`config.mk`:
```
export PLATFORM = sky130hd
export DESIGN_NAME = multiexp_loader
export DESIGN_NICKNAME = d
export VERILOG_FILES = /design/src/rtl/multiexp_loader.sv
export SDC_FILE = /design/constraint.sdc
export NUM_CORES = 2
export LEC_CHECK = 0
export BUFFER_PORTS_ARGS = -buffer_cell sky130_fd_sc_hd__buf_2
export CAP_MARGIN = 20
export CORE_AREA = 10 10 399 401
export DETAILED_ROUTE_END_ITERATION = 10
export DIE_AREA = 0 0 409 411
export HOLD_SLACK_MARGIN = 0.06
export PLACE_DENSITY_LB_ADDON = 0.1
export SYNTH_ARGS = -nofsm -noshare
export SYNTH_HDL_FRONTEND = slang
export SYNTH_SLANG_ARGS = --single-unit
```
`constraint.sdc`:
```
create_clock -name i_clk -period 1.5 [get_ports i_clk]
set_input_delay 0.15 -clock i_clk [delete_from_list [all_inputs] [get_ports i_clk]]
set_output_delay 0.15 -clock i_clk [all_outputs]
set_load 0.01 [all_outputs]
```
`src/rtl/multiexp_loader.sv`:
```
// Framed host stream loader for the multiexp engine: writes (scalar, x, y) triples into the
// scalar/point RAMs, then issues the core start handshake and waits for the core result.
module multiexp_loader #(
    parameter int unsigned DAT_BITS = 256,
    parameter int unsigned NUM_IN   = 128,
    parameter int unsigned A_BITS   = $clog2(NUM_IN)
) (
    input  logic                  i_clk,
    input  logic                  i_rst,
    input  logic [DAT_BITS-1:0]   i_dat,
    input  logic                  i_val,
    input  logic                  i_sop,
    input  logic                  i_eop,
    output logic                  o_rdy,
    output logic                  o_scl_we,
    output logic [A_BITS-1:0]     o_scl_a,
    output logic [DAT_BITS-1:0]   o_scl_d,
    output logic                  o_pnt_we,
    output logic [A_BITS-1:0]     o_pnt_a,
    output logic [2*DAT_BITS-1:0] o_pnt_d,
    output logic                  o_core_val,
    input  logic                  i_core_rdy,
    input  logic                  i_core_done,
    output logic                  o_busy,
    output logic                  o_err
);

    typedef enum logic [2:0] {StIdle, StScl, StPx, StPy, StStart, StWait} state_e;

    localparam logic [A_BITS-1:0] LastIdx = A_BITS'(NUM_IN - 1);

    state_e                state_q, state_d;
    logic [A_BITS-1:0]     idx_q, idx_d;
    logic [DAT_BITS-1:0]   x_q, x_d;
    logic                  scl_we_q, scl_we_d;
    logic [A_BITS-1:0]     scl_a_q, scl_a_d;
    logic [DAT_BITS-1:0]   scl_d_q, scl_d_d;
    logic                  pnt_we_q, pnt_we_d;
    logic [A_BITS-1:0]     pnt_a_q, pnt_a_d;
    logic [2*DAT_BITS-1:0] pnt_d_q, pnt_d_d;
    logic                  err_q, err_d;
    logic                  accept;
    logic                  last_y;

    always_comb begin
        o_rdy = (state_q == StIdle) || (state_q == StScl) ||
                (state_q == StPx) || (state_q == StPy);
    end

    assign accept     = i_val & o_rdy;
    assign last_y     = (state_q == StPy) && (idx_q == LastIdx);
    assign o_core_val = (state_q == StStart);
    assign o_busy     = (state_q != StIdle);

    always_comb begin
        state_d  = state_q;
        idx_d    = idx_q;
        x_d      = x_q;
        scl_we_d = 1'b0;
        scl_a_d  = scl_a_q;
        scl_d_d  = scl_d_q;
        pnt_we_d = 1'b0;
        pnt_a_d  = pnt_a_q;
        pnt_d_d  = pnt_d_q;
        err_d    = 1'b0;

        unique case (state_q)
            StIdle, StScl, StPx, StPy: begin
                if (accept) begin
                    if (i_sop) begin
                        // A start-of-frame always restarts at scalar[0]; mid-frame it is an error.
                        err_d    = (state_q != StIdle);
                        scl_we_d = 1'b1;
                        scl_a_d  = '0;
                        scl_d_d  = i_dat;
                        idx_d    = '0;
                        state_d  = StPx;
                    end else begin
                        case (state_q)
                            StIdle: err_d = 1'b1;
                            StScl: begin
                                scl_we_d = 1'b1;
                                scl_a_d  = idx_q;
                                scl_d_d  = i_dat;
                                state_d  = StPx;
                            end
                            StPx: begin
                                x_d     = i_dat;
                                state_d = StPy;
                            end
                            StPy: begin
                                pnt_we_d = 1'b1;
                                pnt_a_d  = idx_q;
                                pnt_d_d  = {i_dat, x_q};
                                if (idx_q == LastIdx) begin
                                    state_d = i_eop ? StStart : StIdle;
                                    err_d   = !i_eop;
                                end else begin
                                    idx_d   = idx_q + 1'b1;
                                    state_d = StScl;
                                end
                            end
                            default: ;
                        endcase
                    end
                    // End-of-frame anywhere but the final y aborts; the beat's write still lands.
                    if (i_eop && !(last_y && !i_sop)) begin
                        err_d   = 1'b1;
                        state_d = StIdle;
                    end
                end
            end
            StStart: if (i_core_rdy) state_d = StWait;
            StWait:  if (i_core_done) state_d = StIdle;
            default: state_d = StIdle;
        endcase
    end

    always_ff @(posedge i_clk) begin
        if (i_rst) begin
            state_q  <= StIdle;
            idx_q    <= '0;
            x_q      <= '0;
            scl_we_q <= 1'b0;
            scl_a_q  <= '0;
            scl_d_q  <= '0;
            pnt_we_q <= 1'b0;
            pnt_a_q  <= '0;
            pnt_d_q  <= '0;
            err_q    <= 1'b0;
        end else begin
            state_q  <= state_d;
            idx_q    <= idx_d;
            x_q      <= x_d;
            scl_we_q <= scl_we_d;
            scl_a_q  <= scl_a_d;
            scl_d_q  <= scl_d_d;
            pnt_we_q <= pnt_we_d;
            pnt_a_q  <= pnt_a_d;
            pnt_d_q  <= pnt_d_d;
            err_q    <= err_d;
        end
    end

    assign o_scl_we = scl_we_q;
    assign o_scl_a  = scl_a_q;
    assign o_scl_d  = scl_d_q;
    assign o_pnt_we = pnt_we_q;
    assign o_pnt_a  = pnt_a_q;
    assign o_pnt_d  = pnt_d_q;
    assign o_err    = err_q;

endmodule

```
Word-level counts from Yosys, hierarchy flattened
Index checks and enable logic that the tools add are counted.
{"block": "totals", "ff_bits": 1051, "wordCells": 70}
{"block": "classes", "n_addsub": 1, "eq_ne": 11, "mux": 23, "bitwise_logic": 4, "reduce_logical": 21}
{"cell": "$mux 256", "n": 2}
{"cell": "$mux 7", "n": 5}
{"cell": "$mux 3", "n": 7}
{"cell": "$pmux 3 s3", "n": 2}
{"cell": "$reduce_and 4->1", "n": 4}
{"cell": "$reduce_or 4->1", "n": 2}
{"cell": "$add 7x1->7 const B", "n": 1}
{"cell": "$eq 7x7->1 const B", "n": 1}
{"cell": "$eq 3x2->1 const B", "n": 2}
{"cell": "$eq 3x3->1 const B", "n": 2}
{"cell": "$mux 1", "n": 6}
{"cell": "$ne 2x2->1 const B", "n": 3}
{"cell": "$ne 6x6->1 const B", "n": 1}
{"cell": "$reduce_bool 2->1", "n": 2}
{"cell": "$eq 3x1->1 const B", "n": 1}
{"cell": "$logic_and 1x1->1", "n": 3}
{"cell": "$logic_not 1->1", "n": 3}
{"cell": "$logic_not 3->1", "n": 1}
{"cell": "$logic_or 1x1->1", "n": 3}
{"cell": "$not 1->1", "n": 3}
{"cell": "$reduce_and 3->1", "n": 1}
{"cell": "$reduce_bool 3->1", "n": 1}
{"cell": "$reduce_or 3->1", "n": 1}
{"cell": "$ne 2x1->1 const B", "n": 1}
{"cell": "other kinds (2)", "n": 2}

Logic depth before layout (Yosys ltp)
{"block": "logic_depth", "word_depth": 8, "depth_mapped": 7, "mapped_depth_nobuf": 5}

Worst setup path before layout
Ideal clock, no wire load.
{"block": "synth_path", "path_type": "register -> register", "startpoint": "register idx_q[0]", "endpoint": "register idx_q[6]", "setup_ns": 0.115, "t_arrival_ns": 1.441, "t_required_ns": 1.385, "setup_slack_ns": -0.056, "path_stages_with_launch": 7, "synth_period_minus_slack_ns": 1.556, "path_cell_list": "dfxtp_1 > ha_1 > nand3_1 > o311ai_1 > buf_2 > nor3_1 > o21a_1"}
{"block": "synth_between", "elab_chain_cells": 4}
{"element": "start, declared", "line": "33", "text": "logic [A_BITS-1:0] idx_q, idx_d;"}
{"element": "start signal, assigned", "line": "133", "text": "idx_q <= idx_d;"}
{"element": "$add 7x1->7", "line": "99", "text": "idx_d = idx_q + 1'b1;"}
{"element": "$mux 7", "line": "95", "text": "if (idx_q == LastIdx) begin"}
{"element": "$mux 7", "line": "79", "text": "case (state_q)"}
{"element": "$mux 7", "line": "70", "text": "if (i_sop) begin"}
Parallel ways exist; a longest one is shown, timed or not. The select of a mux whose other input is x is not followed.
A chain may end at the register's enable or synchronous reset.

Worst setup path in the final report
{"block": "layout_path", "startpoint": "register state_q[2]", "endpoint": "register pnt_d_q[437] (netlist: o_pnt_d[437])"}
{"block": "layout_between", "elab_chain_cells": 6}
{"element": "start, declared", "line": "32", "text": "state_e state_q, state_d;"}
{"element": "start signal, assigned", "line": "121", "text": "state_q <= StIdle;"}
{"element": "start signal, assigned", "line": "132", "text": "state_q <= state_d;"}
{"element": "$eq 3x1->1 / $logic_not 3->1 (equally long branches)", "line": "46, 67"}
{"element": "$logic_or 1x1->1 (2 in series)", "line": "46", "text": "o_rdy = (state_q == StIdle) || (state_q == StScl) ||"}
{"element": "$logic_or 1x1->1", "line": "47", "text": "(state_q == StPx) || (state_q == StPy);"}
{"element": "$and 1x1->1", "line": "50", "text": "assign accept = i_val & o_rdy;"}
{"element": "$reduce_and 4->1 (no line) (*)"}
{"element": "end signal, assigned", "line": "140", "text": "pnt_d_q <= pnt_d_d;"}
{"element": "end, declared", "line": "40", "text": "logic [2*DAT_BITS-1:0] pnt_d_q, pnt_d_d;"}
Every way passes the cells marked *; elsewhere a longest branch is shown, timed or not.

==> flow_metrics.tcl <==
set metrics [dict create \
    core_area_sq_mm 0.151 \
    holdWs_ns 0.204 \
    dieArea_sq_mm 0.168 \
    num_vias 37251 \
    grtUsageTotal_pct 20.8 \
    use_met2_pct 35.9 \
    worst_slack_ns -0.297 \
    synth-seq-cells 1051 \
    fp.dieH_um 411 \
    fin_crit_sh_pct 120 \
    synthArstFlopShare_pct 0 \
    routed_wl_um 188000 \
    cts_tree "done" \
    rrSetupSlack_ns -0.30 \
    pwr-share-clk_pct 47.4 \
    grt_pass1_vias 35994 \
    cts-root-buf "clkbuf_16" \
    hold_viol 0 \
    dpl.hpwl_um 122000 \
    final_nets 6436 \
    synthCells 4583 \
    numPortBuffers 1050 \
    r2r.worst_path.cells 11 \
    synth_area_sq_mm 0.0361 \
    end_kind "flop" \
    drive_gt1_share_pct 35.0 \
    cts_buffer_depth 3 \
    clock_skew_ns 0.0237 \
    initial_core_util_pct 23.8 \
    worstHoldStart "i_dat[153]" \
    critPathMaxFanout 5 \
    rr_startpoint "state_q[2]" \
    min_path_type "input port to flop" \
    power_mw 66.4 \
    syn_nets 4847 \
    peakVddDrop_mv 0.868 \
    ant_nets 0 \
    regToRegEndpoint "o_pnt_d[437]" \
    drc 0 \
    antenna_found_initial 6 \
    cts_made_buffers 130 \
    dr.first_iter.drc_count 2113 \
    globalRoute.busiestLayer "met2" \
    grt_pass1_wl_um 262000 \
    power_frac_seq_pct 43.3 \
    crit_arrival_ns 2.50 \
    tightest_slew_ns 0.566 \
    maxSlewHeadroom_pct 62.3 \
    met1_usage_pct 25.0 \
    outcome "finished with violations" \
    fillers 15562 \
    violations "setup timing" \
    hold_path_depth 4 \
    setup_violations 1055 \
    required_ns 2.20 \
    crit_type "flop to flop" \
    max_freq_mhz 557 \
    p_leak_nw 25.0 \
    die_x_um 409 \
    grt_overflow_total 0 \
    clk_latency_ns 0.77 \
    rsz0062_at_grt "true" \
    use_met3_pct 5.60 \
    hold_end "x_q[153]" \
    io_pins 1051 \
    p_per_area_mw_per_mm2 1110 \
    combPwrFrac_pct 9.3 \
    synth_warnings 0 \
    yosysTopAreaCellShare_pct 58.4 \
    clock_sinks 1051 \
    p_int_mw 49.9 \
    slew_violations 0 \
    grt_max_degree 100 \
    synth_edf_count 0 \
    avgViaCountPerCell 4.49 \
    fin_setup_tns_ns -175.46 \
    gp_congestion 0.807 \
    wire_per_inst_um 22.6 \
    startpoint_type "flop" \
    synth_area_leaders "dfxtp_1, nand2_1, a21oi_1, buf_2, clkbuf_1" \
    cts_max_level 4 \
    synth_area_leader_cell "dfxtp_1" \
    maxCapViolations 0 \
    fin_area_sq_mm 0.0599 \
    swShare_pct 24.8 \
    clk_pin_slew_ns 0.06 \
    area_growth_pct 66.2 \
    place_area_sq_mm 0.0451 \
    yosysUniqueCellTypes 36 \
    switchingPower_mw 16.5 \
    dr.pass1.iters 7 \
    synth_seq_area_share_pct 58.4 \
    final_util_pct 39.6 \
    synth_ff_type "dfxtp_1" \
    period_minus_slack_ns 1.80 \
    rows 143 \
    syn_area_per_cell_sq_um 7.87 \
]
## cell families after synthesis
| group | count (synthesis) | share of synthesized area, % |
|---|---|---|
| buffers and inverters | 352 | 4.39 |
| flip-flops | 1051 | 58.4 |
| AO/OA/AOI/OAI | 1064 | 15.0 |
| adder cells (fa/ha/maj) | 1 | 0.0347 |
| AND/OR/NAND/NOR | 2115 | 22.2 |
## worst max-delay path by stage
stage                    to  slack (ns)  cells after the start  startpoint
5_1_grt        o_pnt_d[442]       -0.36                     11  state_q[2]
4_1_cts          o_core_val       -0.41                      4  state_q[1]
3_3_place_gp     state_q[0]       -0.25                      5  state_q[0]
6_report       o_pnt_d[437]       -0.30                     11  state_q[2]
3_5_place_dp     o_pnt_d[2]       -0.25                      6  state_q[0]
2_1_floorplan  o_pnt_d[143]       0.006                      7  state_q[1]
## per-stage QoR
step	std cells	setup slack, ns
floorplan	4583	0.00602
global placement	7561	-0.253
CTS	8238	-0.415
global route	8298	-0.362
finish	8300	-0.297
detailed placement	7561	-0.254
## routing by layer
| layer | up-vias | share of wire, % |
|---|---|---|
| li1 | 18059 | - |
| met1 | 17960 | 42 |
| met2 | 974 | 49 |
| met3 | 254 | 6.0 |
| met4 | 4 | 2.9 |
| met5 | - | 0.011 |
## power by group through the flow
stage | logic, mW | clock network [mW] | registers [mW]
floorplan | 1.42 | 0 | 29.5
global route | 6.58 | 33.4 | 28.8
global placement | 4.01 | 0 | 29.3
finish | 6.20 | 31.4 | 28.7
detailed placement | 4.00 | 0 | 29.3
CTS | 5.55 | 32.4 | 28.7
## critical path: stages, from the launching register on
cell	delay [ns]
dfxtp_2	0.33
buf_6	0.12
nand3b_1	0.21
nor2_4	0.14
buf_12	0.13
buf_12	0.13
buf_16	0.15
buf_12	0.15
buf_12	0.10
buf_16	0.10
nand2_2	0.05
a21oi_2	0.12
## synth_stat cells, drive strengths merged, types with 2 or more instances
master	n
or3	5
nand3	5
nand2	2068
o311ai	2
o21ai	7
a21o	2
and3	2
nand3b	2
a21oi	1037
nand2b	3
clkbuf	134
nor3	5
nor2b	3
buf	214
o21a	3
dfxtp	1051
a22oi	7
nor2	17
inv	4
## cells in the final DEF, fill, tap and decap left out, types with 3 or more instances in the layout
cell type	netlist	layout
nand2_4	0	137
a22oi_1	7	7
inv_6	0	5
dfxtp_1	1051	1047
buf_4	0	134
clkbuf_1	134	37
a21oi_1	1037	840
buf_8	0	27
inv_1	4	3
clkbuf_16	0	170
nor2b_4	0	3
bufbuf_16	0	4
clkbuf_8	0	26
nand2_2	0	103
clkinv_2	0	15
dlygate4sd3_1	0	262
o21ai_0	6	6
nor2_1	16	14
or3_1	5	5
buf_2	210	1045
a21oi_2	0	197
bufinv_16	0	5
inv_16	0	4
buf_6	0	54
nand2_1	2068	1828
diode_2	0	3
buf_12	0	142
buf_16	0	101
## final cells by class
| class | instances | area, sq um | area share, % |
|---|---|---|---|
| Sequential cell | 1051 | 21100 | 35.1 |
| Timing Repair Buffer | 1805 | 16500 | 27.6 |
| Inverter | 4 | 20.0 | 0.0334 |
| Tap cell | 2030 | 2540 | 4.24 |
| Antenna cell | 3 | 7.51 | 0.0125 |
| Multi-Input combinational cell | 3180 | 15600 | 26.0 |
| Clock buffer | 197 | 3850 | 6.42 |
| Clock inverter | 30 | 365 | 0.610 |
## flip-flops by register name (all words and copies together) (netlist names)
register	cells
idx_q	7
o_scl_a	7
state_q	3
o_pnt_we	1
o_err	1
o_pnt_a	7
o_pnt_d	512
x_q	256
o_scl_we	1
o_scl_d	256
## timing repair
item / CTS / global route
endpoints found under the setup margin: 1137 / 1154
pin swaps: 101 / 256
gates resized for setup: 368 / 581
endpoints found under the hold margin: 898 / 0
cloned: 102 / 37
hold buffers: 262 / 0
setup buffers: 88 / 57
Power figures use the tool's default switching activity.
